[config.mk]
export PLATFORM = sky130hd
export DESIGN_NAME = ram_256to32_unpack_flat
export DESIGN_NICKNAME = d
export VERILOG_FILES = /design/src/rtl/ram_256to32_unpack_if.sv /design/src/rtl/ram_256to32_unpack.sv /design/src/flat_wrapper.sv
export SDC_FILE = /design/constraint.sdc
export NUM_CORES = 1
export LEC_CHECK = 0
export ABC_CLOCK_PERIOD_IN_PS = 3180
export BUFFER_PORTS_ARGS = -buffer_cell sky130_fd_sc_hd__buf_4
export CAP_MARGIN = 30
export CORE_UTILIZATION = 35
export DETAILED_ROUTE_END_ITERATION = 7
export GPL_ROUTABILITY_DRIVEN = 0
export SYNTH_ARGS = -nofsm -noshare
export SYNTH_HDL_FRONTEND = slang
export SYNTH_SLANG_ARGS = --single-unit
[constraint.sdc]
create_clock -name clk -period 3.18 [get_ports clk]
set_input_delay 0.636 -clock clk [delete_from_list [all_inputs] [get_ports clk]]
set_output_delay 0.636 -clock clk [all_outputs]
set_load 0.05 [all_outputs]
[src/rtl/ram_256to32_unpack_if.sv]
// Stream bundle for the 256-to-32 unpacker: wide word input side plus
// narrow beat output side. The slave modport is the unpacker's view.
interface ram_256to32_unpack_if #(
    parameter int IN_WIDTH  = 256,
    parameter int OUT_WIDTH = 32
);
    localparam int CNT_WIDTH = $clog2(IN_WIDTH / OUT_WIDTH);

    logic                 in_valid;
    logic                 in_ready;
    logic [IN_WIDTH-1:0]  in_data;
    logic [CNT_WIDTH-1:0] in_nbeats;
    logic                 in_last;
    logic                 out_valid;
    logic                 out_ready;
    logic [OUT_WIDTH-1:0] out_data;
    logic                 out_word_last;
    logic                 out_last;
    logic                 busy;

    modport slave (
        input  in_valid, in_data, in_nbeats, in_last, out_ready,
        output in_ready, out_valid, out_data, out_word_last, out_last, busy
    );

    modport master (
        output in_valid, in_data, in_nbeats, in_last, out_ready,
        input  in_ready, out_valid, out_data, out_word_last, out_last, busy
    );
endinterface

[src/rtl/ram_256to32_unpack.sv]
// Width-down converter: holds one wide word and emits it as narrow beats,
// one per cycle, reloading on the word-last beat so back-to-back words
// stream without bubbles.
module ram_256to32_unpack #(
    parameter int IN_WIDTH  = 256,
    parameter int OUT_WIDTH = 32,
    parameter int LSB_FIRST = 1
) (
    input  logic                  clk,
    input  logic                  rst_n,
    ram_256to32_unpack_if.slave   bus
);
    localparam int RATIO     = IN_WIDTH / OUT_WIDTH;
    localparam int CNT_WIDTH = $clog2(RATIO);

    logic                 hold_valid_q,  hold_valid_d;
    logic [CNT_WIDTH-1:0] beat_cnt_q,    beat_cnt_d;
    logic [IN_WIDTH-1:0]  hold_data_q,   hold_data_d;
    logic [CNT_WIDTH-1:0] hold_nbeats_q, hold_nbeats_d;
    logic                 hold_last_q,   hold_last_d;

    logic                 word_last;
    logic                 in_ready;
    logic                 accept_in;
    logic                 out_fire;
    logic [OUT_WIDTH-1:0] slice [RATIO];

    // Beat k of the held word, ordered according to LSB_FIRST
    for (genvar gi = 0; gi < RATIO; gi++) begin : g_slice
        if (LSB_FIRST != 0) begin : g_lsb
            assign slice[gi] = hold_data_q[gi*OUT_WIDTH +: OUT_WIDTH];
        end else begin : g_msb
            assign slice[gi] = hold_data_q[IN_WIDTH-1-gi*OUT_WIDTH -: OUT_WIDTH];
        end
    end

    assign word_last = hold_valid_q && (beat_cnt_q == hold_nbeats_q);
    // Ready also on the final beat being taken, so the next word loads seamlessly
    assign in_ready  = !hold_valid_q || (bus.out_ready && word_last);
    assign accept_in = bus.in_valid && in_ready;
    assign out_fire  = hold_valid_q && bus.out_ready;

    assign bus.in_ready      = in_ready;
    assign bus.out_valid     = hold_valid_q;
    assign bus.busy          = hold_valid_q;
    assign bus.out_data      = slice[beat_cnt_q];
    assign bus.out_word_last = word_last;
    assign bus.out_last      = word_last && hold_last_q;

    // Next-state: advance beat, retire word, or load a new one (load wins)
    always_comb begin
        hold_valid_d  = hold_valid_q;
        beat_cnt_d    = beat_cnt_q;
        hold_data_d   = hold_data_q;
        hold_nbeats_d = hold_nbeats_q;
        hold_last_d   = hold_last_q;

        if (out_fire) begin
            if (word_last) begin
                hold_valid_d = 1'b0;
                beat_cnt_d   = '0;
            end else begin
                beat_cnt_d   = beat_cnt_q + CNT_WIDTH'(1);
            end
        end

        if (accept_in) begin
            hold_valid_d  = 1'b1;
            beat_cnt_d    = '0;
            hold_data_d   = bus.in_data;
            hold_nbeats_d = bus.in_nbeats;
            hold_last_d   = bus.in_last;
        end
    end

    // State registers; reset drops any held word immediately
    always_ff @(posedge clk or negedge rst_n) begin
        if (!rst_n) begin
            hold_valid_q  <= 1'b0;
            beat_cnt_q    <= '0;
            hold_data_q   <= '0;
            hold_nbeats_q <= '0;
            hold_last_q   <= 1'b0;
        end else begin
            hold_valid_q  <= hold_valid_d;
            beat_cnt_q    <= beat_cnt_d;
            hold_data_q   <= hold_data_d;
            hold_nbeats_q <= hold_nbeats_d;
            hold_last_q   <= hold_last_d;
        end
    end
endmodule

[src/flat_wrapper.sv]
// flat-port wrapper written by rule: the top's interface ports become plain ports
module ram_256to32_unpack_flat 
#(
    parameter int IN_WIDTH  = 256,
    parameter int OUT_WIDTH = 32,
    parameter int LSB_FIRST = 1
)
  (clk, rst_n, bus_in_valid, bus_in_data, bus_in_nbeats, bus_in_last, bus_out_ready, bus_in_ready, bus_out_valid, bus_out_data, bus_out_word_last, bus_out_last, bus_busy);
  ram_256to32_unpack_if #(.IN_WIDTH(IN_WIDTH), .OUT_WIDTH(OUT_WIDTH)) bus_i ();
  input  logic clk;
  input  logic rst_n;
  input wire logic [$bits(bus_i.in_valid)-1:0] bus_in_valid;
  input wire logic [$bits(bus_i.in_data)-1:0] bus_in_data;
  input wire logic [$bits(bus_i.in_nbeats)-1:0] bus_in_nbeats;
  input wire logic [$bits(bus_i.in_last)-1:0] bus_in_last;
  input wire logic [$bits(bus_i.out_ready)-1:0] bus_out_ready;
  output wire logic [$bits(bus_i.in_ready)-1:0] bus_in_ready;
  output wire logic [$bits(bus_i.out_valid)-1:0] bus_out_valid;
  output wire logic [$bits(bus_i.out_data)-1:0] bus_out_data;
  output wire logic [$bits(bus_i.out_word_last)-1:0] bus_out_word_last;
  output wire logic [$bits(bus_i.out_last)-1:0] bus_out_last;
  output wire logic [$bits(bus_i.busy)-1:0] bus_busy;
  assign bus_i.in_valid = bus_in_valid;
  assign bus_i.in_data = bus_in_data;
  assign bus_i.in_nbeats = bus_in_nbeats;
  assign bus_i.in_last = bus_in_last;
  assign bus_i.out_ready = bus_out_ready;
  assign bus_in_ready = bus_i.in_ready;
  assign bus_out_valid = bus_i.out_valid;
  assign bus_out_data = bus_i.out_data;
  assign bus_out_word_last = bus_i.out_word_last;
  assign bus_out_last = bus_i.out_last;
  assign bus_busy = bus_i.busy;
  ram_256to32_unpack #(.IN_WIDTH(IN_WIDTH), .OUT_WIDTH(OUT_WIDTH), .LSB_FIRST(LSB_FIRST)) u_core (.clk(clk), .rst_n(rst_n), .bus(bus_i));
endmodule
==> metrics.txt <==
# TYPE chip_impl_metric gauge
chip_impl_metric{name="synth_seq_cells",unit=""} 264
chip_impl_metric{name="timing.final.ws_setup",unit="ns"} 0.134
chip_impl_metric{name="route.detailed.wl_per_inst",unit="um"} 19.2
chip_impl_metric{name="post_synth_inst_count",unit=""} 697
chip_impl_metric{name="maxSlewHeadroom",unit=""} 0.541
chip_impl_metric{name="maximum_number_of_pins_on_one_net_before_global_route_repair",unit=""} 98
chip_impl_metric{name="layout-drive-gt1-share",unit=""} 0.511
chip_impl_metric{name="power_leakage",unit="nW"} 6.85
chip_impl_metric{name="global_route_overflow",unit=""} 0
chip_impl_metric{name="dp.final_hpwl",unit="um"} 19300
chip_impl_metric{name="routed-via-count",unit=""} 7036
chip_impl_metric{name="fin_hold_ws",unit="ns"} 0.303
chip_impl_metric{name="floorplan.die.width",unit="um"} 186
chip_impl_metric{name="ff2ff_path_depth",unit=""} 4
chip_impl_metric{name="drc",unit=""} 0
chip_impl_metric{name="tightest_slew",unit="ns"} 0.689
chip_impl_metric{name="finalCriticalPeriod",unit="ns"} 3.05
chip_impl_metric{name="timing.critical_path.arrival",unit="ns"} 2.41
chip_impl_metric{name="via_count_of_the_first_global_routing_pass",unit=""} 7566
chip_impl_metric{name="fp.dieArea",unit="um^2"} 34500
chip_impl_info{name="cell_seen_most_often_among_critical_path_stages",value="buf_4"} 1
chip_impl_metric{name="post-route-period-util",unit=""} 0.958
chip_impl_info{name="ys_top_cells_by_area",value="dfrtp_1 56%, mux2_1 19%, mux4_2 12%"} 1
chip_impl_info{name="crit_path_end_kind",value="primary output"} 1
chip_impl_metric{name="layout.filler_cells",unit=""} 2982
chip_impl_metric{name="postSynthNetCount",unit=""} 962
chip_impl_metric{name="drtIter0Drc",unit=""} 250
chip_impl_metric{name="synthDistinctLibCells",unit=""} 25
chip_impl_metric{name="setup_violations",unit=""} 0
chip_impl_metric{name="grt.met3_usage",unit=""} 0.0603
chip_impl_metric{name="critical_path_required",unit="ns"} 2.54
chip_impl_info{name="critical_path.startpoint_type",value="register"} 1
chip_impl_metric{name="first_pass_grt_wire_length",unit="um"} 43200
chip_impl_metric{name="cts.reportedPaths.clkPinSlew",unit="ns"} 0.06
chip_impl_metric{name="htreeDepth",unit=""} 1
chip_impl_metric{name="place.port_buffers",unit=""} 300
chip_impl_metric{name="post-place-cells",unit=""} 1401
chip_impl_metric{name="synth.cell_area",unit="um^2"} 11800
chip_impl_metric{name="timing.clock.skew",unit="ns"} 0.00867
chip_impl_metric{name="cp_max_fo",unit=""} 21
chip_impl_metric{name="synthToLayoutAreaGrowth",unit="%"} 31.4
chip_impl_metric{name="critical_path_cell_count",unit=""} 4
chip_impl_metric{name="fmax",unit="GHz"} 0.328
chip_impl_metric{name="viasPerCell",unit=""} 4.83
chip_impl_metric{name="cp_slowest_stage_delay",unit="ns"} 0.60
chip_impl_metric{name="cts_repair_resize_count",unit=""} 0
chip_impl_info{name="cts_root_buf",value="clkbuf_16"} 1
chip_impl_metric{name="clk-insertion-delay-late",unit="ns"} 0.55
chip_impl_metric{name="place_area",unit="um^2"} 14500
chip_impl_metric{name="route.antenna.remaining_nets",unit=""} 0
chip_impl_metric{name="rows",unit=""} 66
chip_impl_metric{name="globalRouteMet1Util",unit=""} 0.214
chip_impl_metric{name="grt_antenna_before_repair",unit=""} 0
chip_impl_metric{name="core_area",unit="um^2"} 32900
chip_impl_metric{name="ios",unit=""} 301
chip_impl_metric{name="total_power_density_per_cell_area",unit="nW/um^2"} 1120
chip_impl_metric{name="timing_max_transition_violations_final",unit=""} 0
chip_impl_metric{name="power.ir.vdd_worst",unit="V"} 0.000761
chip_impl_metric{name="total_negative_setup_slacks",unit="ns"} 0
chip_impl_metric{name="synth_seq_area_share",unit=""} 0.559
chip_impl_metric{name="fin_nets",unit=""} 1259
chip_impl_metric{name="initial_utilization",unit=""} 0.359
chip_impl_info{name="slowest_cell_on_the_critical_path",value="dfrtp_4"} 1
chip_impl_info{name="timing_worst_setup_path_type",value="register to primary output"} 1
chip_impl_metric{name="cts_buffer_depth",unit=""} 3
chip_impl_metric{name="die-height",unit="um"} 186
chip_impl_metric{name="cts.sinks",unit=""} 264
chip_impl_info{name="globalRoute.busiestLayer",value="met2"} 1
chip_impl_metric{name="globalRouteMet2Util",unit=""} 0.253
chip_impl_metric{name="instances_no_fill",unit=""} 1457
chip_impl_metric{name="mean_area_per_synthesized_cell",unit="um^2"} 16.9
chip_impl_info{name="outcome",value="completed"} 1
chip_impl_metric{name="hold_viol_final",unit=""} 0
chip_impl_info{name="critPathTopFamily",value="multiplexers"} 1
chip_impl_metric{name="tritoncts_buffer_count",unit=""} 30
chip_impl_metric{name="warnings_from_yosys",unit=""} 0
chip_impl_metric{name="timing.max_cap.violations",unit=""} 0
chip_impl_info{name="tritoncts",value="built"} 1
chip_impl_info{name="grt_setup_unrepaired",value="false"} 1
chip_impl_metric{name="path_buf_inv",unit=""} 2
chip_impl_info{name="worst_path_cell_chain",value="buf_4 -> mux4_2 -> mux2_2 -> buf_4"} 1
chip_impl_info{name="post-synth-top-area-cell",value="dfrtp_1"} 1
chip_impl_metric{name="post-place-ws",unit="ns"} 0.527
chip_impl_metric{name="groute.usage.overall",unit=""} 0.163
chip_impl_metric{name="yosysTopAreaCellShare",unit=""} 0.559
chip_impl_metric{name="first_drt_pass_iteration_count",unit=""} 4
chip_impl_metric{name="hold-path-cell-count",unit=""} 2
chip_impl_info{name="hold_class",value="primary input to register"} 1
chip_impl_metric{name="wirelength",unit="um"} 27900
chip_impl_metric{name="layout.cell_area.non_filler",unit="um^2"} 15500
## layout make-up
type                    instances  area, um^2  share of cell area
diodes                          1        2.50            0.000161
clock buffers                  46         902              0.0581
clock inverters                 6        62.6             0.00403
inverters                       1        3.75            0.000242
multi-input cells             382        4910               0.316
flip-flops and latches        264        6620               0.426
well taps                     442         553              0.0356
repair buffers                315        2470               0.159
## metal layers
layer,share of wire,vias up
met5,0,-
met4,0.023,0
met3,0.092,42
met2,0.46,216
met1,0.43,3568
li1,-,3210
## power by group
| part | internal, W | total, W | switching (W) |
|---|---|---|---|
| clock network | 0.00201 | 0.00335 | 0.00134 |
| registers | 0.00512 | 0.00600 | 0.000876 |
| logic | 0.00407 | 0.00810 | 0.00402 |
## logic make-up after synthesis
group                    Yosys count  share of synthesized area
AND/OR/NAND/NOR                   15                    0.00646
adder cells (fa/ha/maj)            1                    0.00106
buffers and inverters             51                     0.0248
XOR/XNOR                           3                    0.00222
multiplexers                     357                      0.401
AO/OA/AOI/OAI                      6                    0.00498
flip-flops                       264                      0.559
## through the flow
step	util	power (W)
after floorplan	-	0.0122
after global placement	0.442	0.0141
after detailed placement	0.442	0.0143
after CTS	0.472	0.0178
after global routing	0.472	0.0185
final	0.472	0.0175
## Yosys cell counts (all sizes together)
cell / number
a21o: 1
a31oi: 1
and2: 1
and3: 1
buf: 40
clkbuf: 10
dfrtp: 264
ha: 1
inv: 1
mux2: 292
mux2i: 1
mux4: 64
nand2: 5
nand2b: 2
nand3: 3
nor2: 1
nor3: 1
nor4b: 1
o21ai: 2
o31ai: 1
o41ai: 1
xor2: 3
## timing repair
item / 4_1_cts / 5_1_grt
endpoints found under the hold margin: 39 / 0
buffers inserted: 2 / 0
setup endpoints to repair: 23 / 0
hold buffers: 1 / 0
## cell usage in the layout, fill, tap and decap left out, types with 2 or more instances in the layout
cell type,count
buf_4,305
dfrtp_1,261
mux2_1,200
mux2_2,92
mux4_2,64
clkbuf_16,31
clkbuf_1,8
buf_12,8
clkbuf_8,7
nand2_1,5
xor2_1,3
nand3_1,3
clkinv_2,3
nand2b_1,2
o21ai_0,2
clkinv_4,2
dfrtp_4,2
## worst paths after layout
path | from | end | slack [ns]
worst min register to register | u_core.hold_data_q[92] | u_core.hold_data_q[92] | 0.48
worst min-delay path | bus_in_data[232] | u_core.hold_data_q[232] | 0.30
worst max register to register | u_core.beat_cnt_q[1] | u_core.hold_data_q[2] | 0.67
worst max-delay path | u_core.beat_cnt_q[1] | bus_out_data[10] | 0.13
min in group asynchronous | rst_n | u_core.hold_data_q[103] | 0.57
max in group asynchronous | rst_n | u_core.beat_cnt_q[0] | 1.71
## state kept, by name (all words and copies together), names as in the netlist
register,cells
u_core.beat_cnt_q,3
u_core.bus.busy,1
u_core.hold_data_q,256
u_core.hold_last_q,1
u_core.hold_nbeats_q,3
## worst reg2reg max path, delay by kind of cell (launching register included)
family | cells | cell delay, ns
buf+inv | 1 | 0.46
xor+xnor | 1 | 0.25
mux | 1 | 0.48
flops | 1 | 0.60
compound gates | 1 | 0.61
No activity file was read; power rests on OpenSTA's default activity.
